<file path="config.mk">
export PLATFORM = sky130hd
export DESIGN_NAME = audio_pwm_multi
export DESIGN_NICKNAME = d
export VERILOG_FILES = /design/src/rtl/audio_pwm_multi.sv
export SDC_FILE = /design/constraint.sdc
export NUM_CORES = 1
export LEC_CHECK = 0
export ABC_CLOCK_PERIOD_IN_PS = 2200
export CORE_UTILIZATION = 28
export CTS_CLUSTER_DIAMETER = 50
export CTS_CLUSTER_SIZE = 24
export DETAILED_ROUTE_END_ITERATION = 7
export PLACE_DENSITY = 0.45
export RECOVER_POWER = 25
export SLEW_MARGIN = 15
export SYNTH_ARGS = -nofsm -noshare
export SYNTH_HDL_FRONTEND = slang
export SYNTH_SLANG_ARGS = --single-unit
</file>
<file path="constraint.sdc">
create_clock -name clk -period 2.2 [get_ports clk]
set_clock_uncertainty 0.2 [all_clocks]
set_input_delay 0.22 -clock clk [delete_from_list [all_inputs] [get_ports clk]]
set_output_delay 0.22 -clock clk [all_outputs]
set_load 0.02 [all_outputs]
</file>
<file path="src/rtl/audio_pwm_multi.sv">
// -----------------------------------------------------------------------------
// audio_pwm_multi
//   Multi-channel 1-bit audio DAC. Each channel turns a signed 16-bit sample
//   into a WIDTH-bit unsigned level and drives it out as either PWM or
//   first-order sigma-delta. Samples pass through a one-deep pending buffer
//   and become active only at period boundaries, so the level on the wire
//   never changes mid-period.
//
// Parameters
//   WIDTH        DAC resolution in bits (4..16); period is 2**WIDTH clocks
//   CHANNELS     number of independent outputs (1..8)
//
// Ports
//   clk          rising-edge clock
//   rst_n        asynchronous active-low reset
//   sample_in    CHANNELS signed 16-bit samples, channel k at [16k+15:16k]
//   sample_valid sample_in holds a sample to be taken
//   sample_ready pending buffer is empty, a valid sample is taken this cycle
//   mode         0 = PWM, 1 = sigma-delta (latched at period boundary)
//   mute         captured with the sample; forces the midpoint level
//   vol          captured with the sample; arithmetic right shift 0..3
//   out          registered 1-bit DAC outputs, one per channel
//   period_start one-cycle pulse while the period counter is 0
// -----------------------------------------------------------------------------
module audio_pwm_multi #(
   parameter int WIDTH    = 9,
   parameter int CHANNELS = 2
) (
   input  logic                   clk,
   input  logic                   rst_n,
   input  logic [CHANNELS*16-1:0] sample_in,
   input  logic                   sample_valid,
   output logic                   sample_ready,
   input  logic                   mode,
   input  logic                   mute,
   input  logic [1:0]             vol,
   output logic [CHANNELS-1:0]    out,
   output logic                   period_start
);

   localparam logic [WIDTH-1:0] LEVEL_MID = {1'b1, {(WIDTH-1){1'b0}}};
   localparam logic [WIDTH-1:0] CNT_LAST  = '1;

   // Signed sample -> unsigned offset-binary level, attenuated then truncated
   // to the DAC resolution. Adding 0x8000 modulo 2**16 is an MSB flip.
   function automatic logic [WIDTH-1:0] level_of(input logic signed [15:0] s,
                                                 input logic [1:0]         v,
                                                 input logic               m);
      logic signed [15:0] a;
      logic [15:0]        u;
      a = s >>> v;
      u = {~a[15], a[14:0]};
      return m ? LEVEL_MID : WIDTH'(u >> (16 - WIDTH));
   endfunction

   logic [WIDTH-1:0]                 cnt_q, cnt_d;
   logic                             pend_full_q, pend_full_d;
   logic [CHANNELS*16-1:0]           pend_sample_q, pend_sample_d;
   logic [1:0]                       pend_vol_q, pend_vol_d;
   logic                             pend_mute_q, pend_mute_d;
   logic [CHANNELS-1:0][WIDTH-1:0]   level_q, level_d;
   logic                             mode_q, mode_d;
   logic [CHANNELS-1:0][WIDTH:0]     acc_q, acc_d;
   logic [CHANNELS-1:0]              out_q, out_d;
   logic                             period_start_q, period_start_d;

   logic                             boundary;
   logic                             accept;
   logic [WIDTH:0]                   sum;

   assign boundary     = (cnt_q == CNT_LAST);
   assign accept       = sample_valid && !pend_full_q;
   assign sample_ready = !pend_full_q;
   assign out          = out_q;
   assign period_start = period_start_q;

   always_comb begin
      // NOTE: every variable gets a default first so no path leaves it
      // unassigned, which would otherwise infer a latch.
      cnt_d          = cnt_q + 1'b1;
      pend_full_d    = pend_full_q;
      pend_sample_d  = pend_sample_q;
      pend_vol_d     = pend_vol_q;
      pend_mute_d    = pend_mute_q;
      level_d        = level_q;
      mode_d         = mode_q;
      acc_d          = acc_q;
      out_d          = out_q;
      sum            = '0;

      // Capture and transfer are mutually exclusive: capture needs an empty
      // buffer, transfer needs a full one.
      if (accept) begin
         pend_full_d   = 1'b1;
         pend_sample_d = sample_in;
         pend_vol_d    = vol;
         pend_mute_d   = mute;
      end

      for (int k = 0; k < CHANNELS; k++) begin
         sum = {1'b0, acc_q[k][WIDTH-1:0]} + {1'b0, level_q[k]};
         if (mode_q) begin
            acc_d[k] = sum;
            out_d[k] = sum[WIDTH];
         end else begin
            out_d[k] = (cnt_q < level_q[k]);
         end
      end

      if (boundary) begin
         mode_d = mode;
         if (pend_full_q) begin
            pend_full_d = 1'b0;
            for (int k = 0; k < CHANNELS; k++) begin
               level_d[k] = level_of(pend_sample_q[16*k +: 16], pend_vol_q, pend_mute_q);
            end
         end
         // A mode change starts the modulators from a clean state.
         if (mode != mode_q) begin
            acc_d = '0;
         end
      end

      period_start_d = (cnt_d == '0);
   end

   // NOTE: sequential state uses non-blocking assignments only, so every flop
   // samples the pre-edge values regardless of statement order.
   always_ff @(posedge clk or negedge rst_n) begin
      if (!rst_n) begin
         cnt_q          <= '0;
         pend_full_q    <= 1'b0;
         pend_sample_q  <= '0;
         pend_vol_q     <= '0;
         pend_mute_q    <= 1'b0;
         level_q        <= {CHANNELS{LEVEL_MID}};
         mode_q         <= 1'b0;
         acc_q          <= '0;
         out_q          <= '0;
         period_start_q <= 1'b0;
      end else begin
         cnt_q          <= cnt_d;
         pend_full_q    <= pend_full_d;
         pend_sample_q  <= pend_sample_d;
         pend_vol_q     <= pend_vol_d;
         pend_mute_q    <= pend_mute_d;
         level_q        <= level_d;
         mode_q         <= mode_d;
         acc_q          <= acc_d;
         out_q          <= out_d;
         period_start_q <= period_start_d;
      end
   end

endmodule

</file>
== Word-level counts from Yosys, hierarchy flattened ==
Index checks and enable logic that the tools add are counted.
Widths: inputs -> output; s select.
Word-level totals
  flip-flop bits (word level): 87
  bits in latches: 0
  bits in writable memories: 0
  bits in read-only memories: 0
  input port bits: 39
  output and inout port bits: 4
  logic and storage cells: 38
  memories: 0
Cells by class
  add/sub/neg operators: 3
  $mul: 0
  divide/modulo/power cells: 0
  $lt $le $gt $ge: 2
  equal/unequal tests: 2
  shifts and indexed selects: 2
  mux-type cells: 11
  bitwise operators: 2
  reduce and logical (&&, ||, !) cells: 4
Operator list (count)
  $mux 20: 2
  $sshr 16x2->16: 2
  $add 9x9->10: 2
  $mux 10: 2
  $lt 9x9->1: 2
  $mux 9: 2
  $add 9x1->9 const B: 1
  $eq 9x9->1 const B: 1
  $logic_not 9->1: 1
  $mux 1: 5
  $not 1->1: 2
  $reduce_and 2->1: 1
  $logic_and 1x1->1: 1
  $logic_not 1->1: 1
  $ne 1x1->1: 1

== Logic depth before layout (Yosys ltp) ==
  word-level depth: 5
  depth in mapped cells: 10
  depth with buffers taken out: 9

== Worst setup path before layout ==
No wires, ideal clock.
  kind: register to register
  start: register cnt_q[0]
  end: register level_q[0] (netlist name)
  library setup time: 121 ps
  arrival: 2018 ps
  data required time: 1879 ps
  path slack: -139 ps
  stages on the path, launching flop included: 9
  path buffers: 1
  clock period less this slack: 2339 ps
  cell sequence: dfrtp_1 ha_1 inv_1 nor3_1 and3_1 ha_1 nand2_1 clkbuf_1 a22o_1
Between the ends
  word-level cells in the longest chain between the ends: 2
RTL lines
  from (decl): line 56  | logic [WIDTH-1:0] cnt_q, cnt_d;
  from (signal assigned): line 142  | cnt_q <= cnt_d;
  $eq 9x9->1: line 71  | assign boundary = (cnt_q == CNT_LAST);
  $reduce_and 2->1 (no line)
  to (signal assigned): line 136  | level_q <= {CHANNELS{LEVEL_MID}};
  to (signal assigned): line 147  | level_q <= level_d;
  to (decl): line 61  | logic [CHANNELS-1:0][WIDTH-1:0] level_q, level_d;
No other way between the ends.
A chain may end at the register's enable or synchronous reset.

==> flow_metrics.env <==
export IMPL_synth_seq_cells=71
export IMPL_combPwrFrac_pct=4.9
export IMPL_gp_congestion=0.821
export IMPL_power_clock_fraction_pct=50.1
export IMPL_first_pass_iters=4
export IMPL_outcome="finished, final reports clean"
export IMPL_setup_worst_path_class="reg2reg"
export IMPL_io_buffer_count=28
export IMPL_final_util_pct=37.0
export IMPL_final_nets=529
export IMPL_grt_ovfl_total=0
export IMPL_cts_buffers=9
export IMPL_rsz0062_at_grt="yes"
export IMPL_worst_slew_pin_transition_ns=0.878
export IMPL_critPathMaxFanout=2
export IMPL_dieWidth_um=126
export IMPL_pin_count=43
export IMPL_p_int_w=0.00236
export IMPL_startpoint="level_q[9]$_DFFE_PN0P_"
export IMPL_finalCritPeriodShare_pct=96.5
export IMPL_track_usage_pct=12.9
export IMPL_drt_wl_total_um=9540
export IMPL_cp_top_family="adder cells"
export IMPL_cts_tree="yes"
export IMPL_critPathSlowestCell="fa_2"
export IMPL_yosysTopAreaCell="dfrtp_1"
export IMPL_core_area_um2=14800
export IMPL_netlist_cell_type_count=52
export IMPL_worstPathArrival_ns=2.15
export IMPL_cts_root_buf="clkbuf_16"
export IMPL_syn_nets=462
export IMPL_viasPerCell=4.85
export IMPL_area_growth_pct=27.2
export IMPL_drt_iter0_markers=121
export IMPL_power_density_nw_per_um2=550
export IMPL_synth_warnings=0
export IMPL_place_area_um2=4980
export IMPL_fin_crit_ns=2.12
export IMPL_netlist_area_um2=4290
export IMPL_path_clk_slew_ns=0.06
export IMPL_drv_cap=0
export IMPL_holdWs_ns=0.289
export IMPL_p_leak_nw=2.37
export IMPL_grt_max_degree=41
export IMPL_htree_num_levels=3
export IMPL_finalSetupViolations=0
export IMPL_clk_insertion_delay_late_ns=0.34
export IMPL_setup_ws_ns=0.0776
export IMPL_synthCells=384
export IMPL_worstHoldStart="sample_in[11]"
export IMPL_hpwl_um=6970
export IMPL_synth_top_area_share_pct=40.2
export IMPL_ys_seq_area_share_pct=41.5
export IMPL_grt_pass1_wl_um=15900
export IMPL_post_place_ws_ns=-0.0937
export IMPL_vdd_drop_max_uv=289
export IMPL_postSynthAreaPerCell_um2=11.2
export IMPL_final_cell_mix="67 x dfrtp_1, 39 x buf_4, 32 x ha_1, 27 x clkdlybuf4s50_1, 23 x a21oi_1"
export IMPL_num_antenna_cells=0
export IMPL_clock_fmax_mhz=471
export IMPL_final_area_um2=5460
export IMPL_synth_top_cells_by_area="dfrtp_1 40%, ha_1 11%, mux2_2 5.8%"
export IMPL_slowest_delay_ns=0.41
export IMPL_slew_headroom_pct=41.4
export IMPL_worstPathCellList="ha_2, fa_2, buf_4, a21o_1, a211oi_2, nor2_1, mux2i_1, nor2_1"
export IMPL_sw_frac_of_total_pct=21.4
export IMPL_synth_main_ff_cell="dfrtp_1"
export IMPL_fillers=1507
export IMPL_start_util_pct=29.1
export IMPL_antenna_found_initial=0
export IMPL_hold_path_class="in2reg"
export IMPL_hold_viol=0
export IMPL_worst_path_buf_inv=1
export IMPL_startpoint_type="flip-flop"
export IMPL_setup_tns_ns=0
export IMPL_rr_startpoint="level_q[9]$_DFFE_PN0P_"
export IMPL_worstSetupEndpointType="flip-flop"
export IMPL_seq_area_um2=1780
export IMPL_synth_edff_count=0
export IMPL_slew_violations=0
export IMPL_die_area_um2=15800
export IMPL_cp_common_cell="nor2_1"
export IMPL_crit_required_ns=2.22
export IMPL_multiInputGateArea_um2=2450
export IMPL_clk_path_buf_depth=2
export IMPL_clock_sinks=71
export IMPL_drc_errors=0
export IMPL_final_common_cell="dfrtp_1"
export IMPL_rrSetupSlack_ns=0.08
export IMPL_ys_async_sr_fraction_pct=100
export IMPL_wl_per_cell_um=14.9
export IMPL_die_h_um=126
export IMPL_p_switching_w=0.000641
export IMPL_vias=3102
export IMPL_seqPwrFrac_pct=45.0
export IMPL_ant_nets=0
export IMPL_drive_above_1_share_pct=27.6
export IMPL_num_rows=44
export IMPL_grt_pass1_vias=3108
synth_stat cells (all sizes together), types with 5 or more instances:
| master | number |
|---|---|
| nor3 | 5 |
| inv | 20 |
| ha | 37 |
| xnor2 | 8 |
| dfrtp | 69 |
| o21ai | 24 |
| a21oi | 23 |
| buf | 9 |
| nand2 | 21 |
| nand3 | 9 |
| nor2b | 10 |
| clkbuf | 6 |
| a211oi | 10 |
| mux2i | 10 |
| nor2 | 23 |
| mux4 | 12 |
| mux2 | 22 |
| xor2 | 6 |
| a22o | 12 |
| nand2b | 5 |
worst paths after layout:
path / endpoint / cells after the start
max: acc_q[14]$_DFF_PN0_ / 8
min: pend_sample_q[11]$_DFFE_PN0P_ / 2
max in group asynchronous: level_q[8]$_DFFE_PN1P_ / 3
min reg2reg: pend_vol_q[0]$_DFFE_PN0P_ / 1
max reg2reg: acc_q[14]$_DFF_PN0_ / 8
min in group asynchronous: cnt_q[4]$_DFF_PN0_ / 2
flip-flops by register name, indices dropped and copies added (netlist names):
name           flops
pend_mute_q        1
out                2
cnt_q              9
level_q           18
pend_sample_q     18
period_start       1
mode_q             1
pend_vol_q         2
acc_q             18
pend_full_q        1
area by class of cell:
cell class | count | share of cell area [%]
well taps | 184 | 4.22
clock buffers | 13 | 4.77
inverters | 20 | 1.38
clock inverters | 3 | 0.802
multi-input cells | 278 | 45.0
flip-flops and latches | 71 | 32.6
repair buffers | 71 | 11.2
cells by family after synthesis:
kind of cell    synth area share (%)
simple gates                    10.8
flops                           41.5
xor+xnor                        2.86
compound gates                  14.3
buf+inv                         4.31
mux                             14.5
fa+ha+maj                       11.7
metrics by stage:
step | total power (W) | cells
2_1_floorplan | 0.00144 | 384
3_3_place_gp | 0.00152 | 617
3_5_place_dp | 0.00152 | 617
4_1_cts | 0.00307 | 634
5_1_grt | 0.00314 | 640
6_report | 0.00300 | 640
metal layers:
layer  up-vias  part of all wire (%)  global-route usage (%)
met1      1492                    51                    17.5
met5         -                     0                       0
met3        17                   2.5                    2.34
met2        46                    44                    19.7
met4         0                   2.4                    6.24
li1       1547                     -                       -
worst reg2reg max path: stages, from the launching register on:
cell,delay (ns)
dfrtp_1,0.38
ha_2,0.21
fa_2,0.41
buf_4,0.15
a21o_1,0.19
a211oi_2,0.21
nor2_1,0.07
mux2i_1,0.13
nor2_1,0.06
timing repair:
| action | 4_1_cts | 5_1_grt |
|---|---|---|
| pin swaps | 1 | 19 |
| setup endpoints to repair | 10 | 37 |
| resized for setup | 6 | 28 |
| hold endpoints to repair | 31 | 0 |
| setup buffers | 0 | 6 |
| hold buffers | 1 | 0 |
power groups by stage:
| stage | registers (W) | logic, W | clock network, W |
|---|---|---|---|
| CTS | 0.00135 | 0.000151 | 0.00156 |
| finish | 0.00135 | 0.000147 | 0.00150 |
| floorplan | 0.00136 | 0.0000769 | 0 |
| detailed placement | 0.00137 | 0.000149 | 0 |
| global placement | 0.00137 | 0.000148 | 0 |
| global route | 0.00135 | 0.000163 | 0.00162 |
No activity file was read; power rests on OpenSTA's default activity.
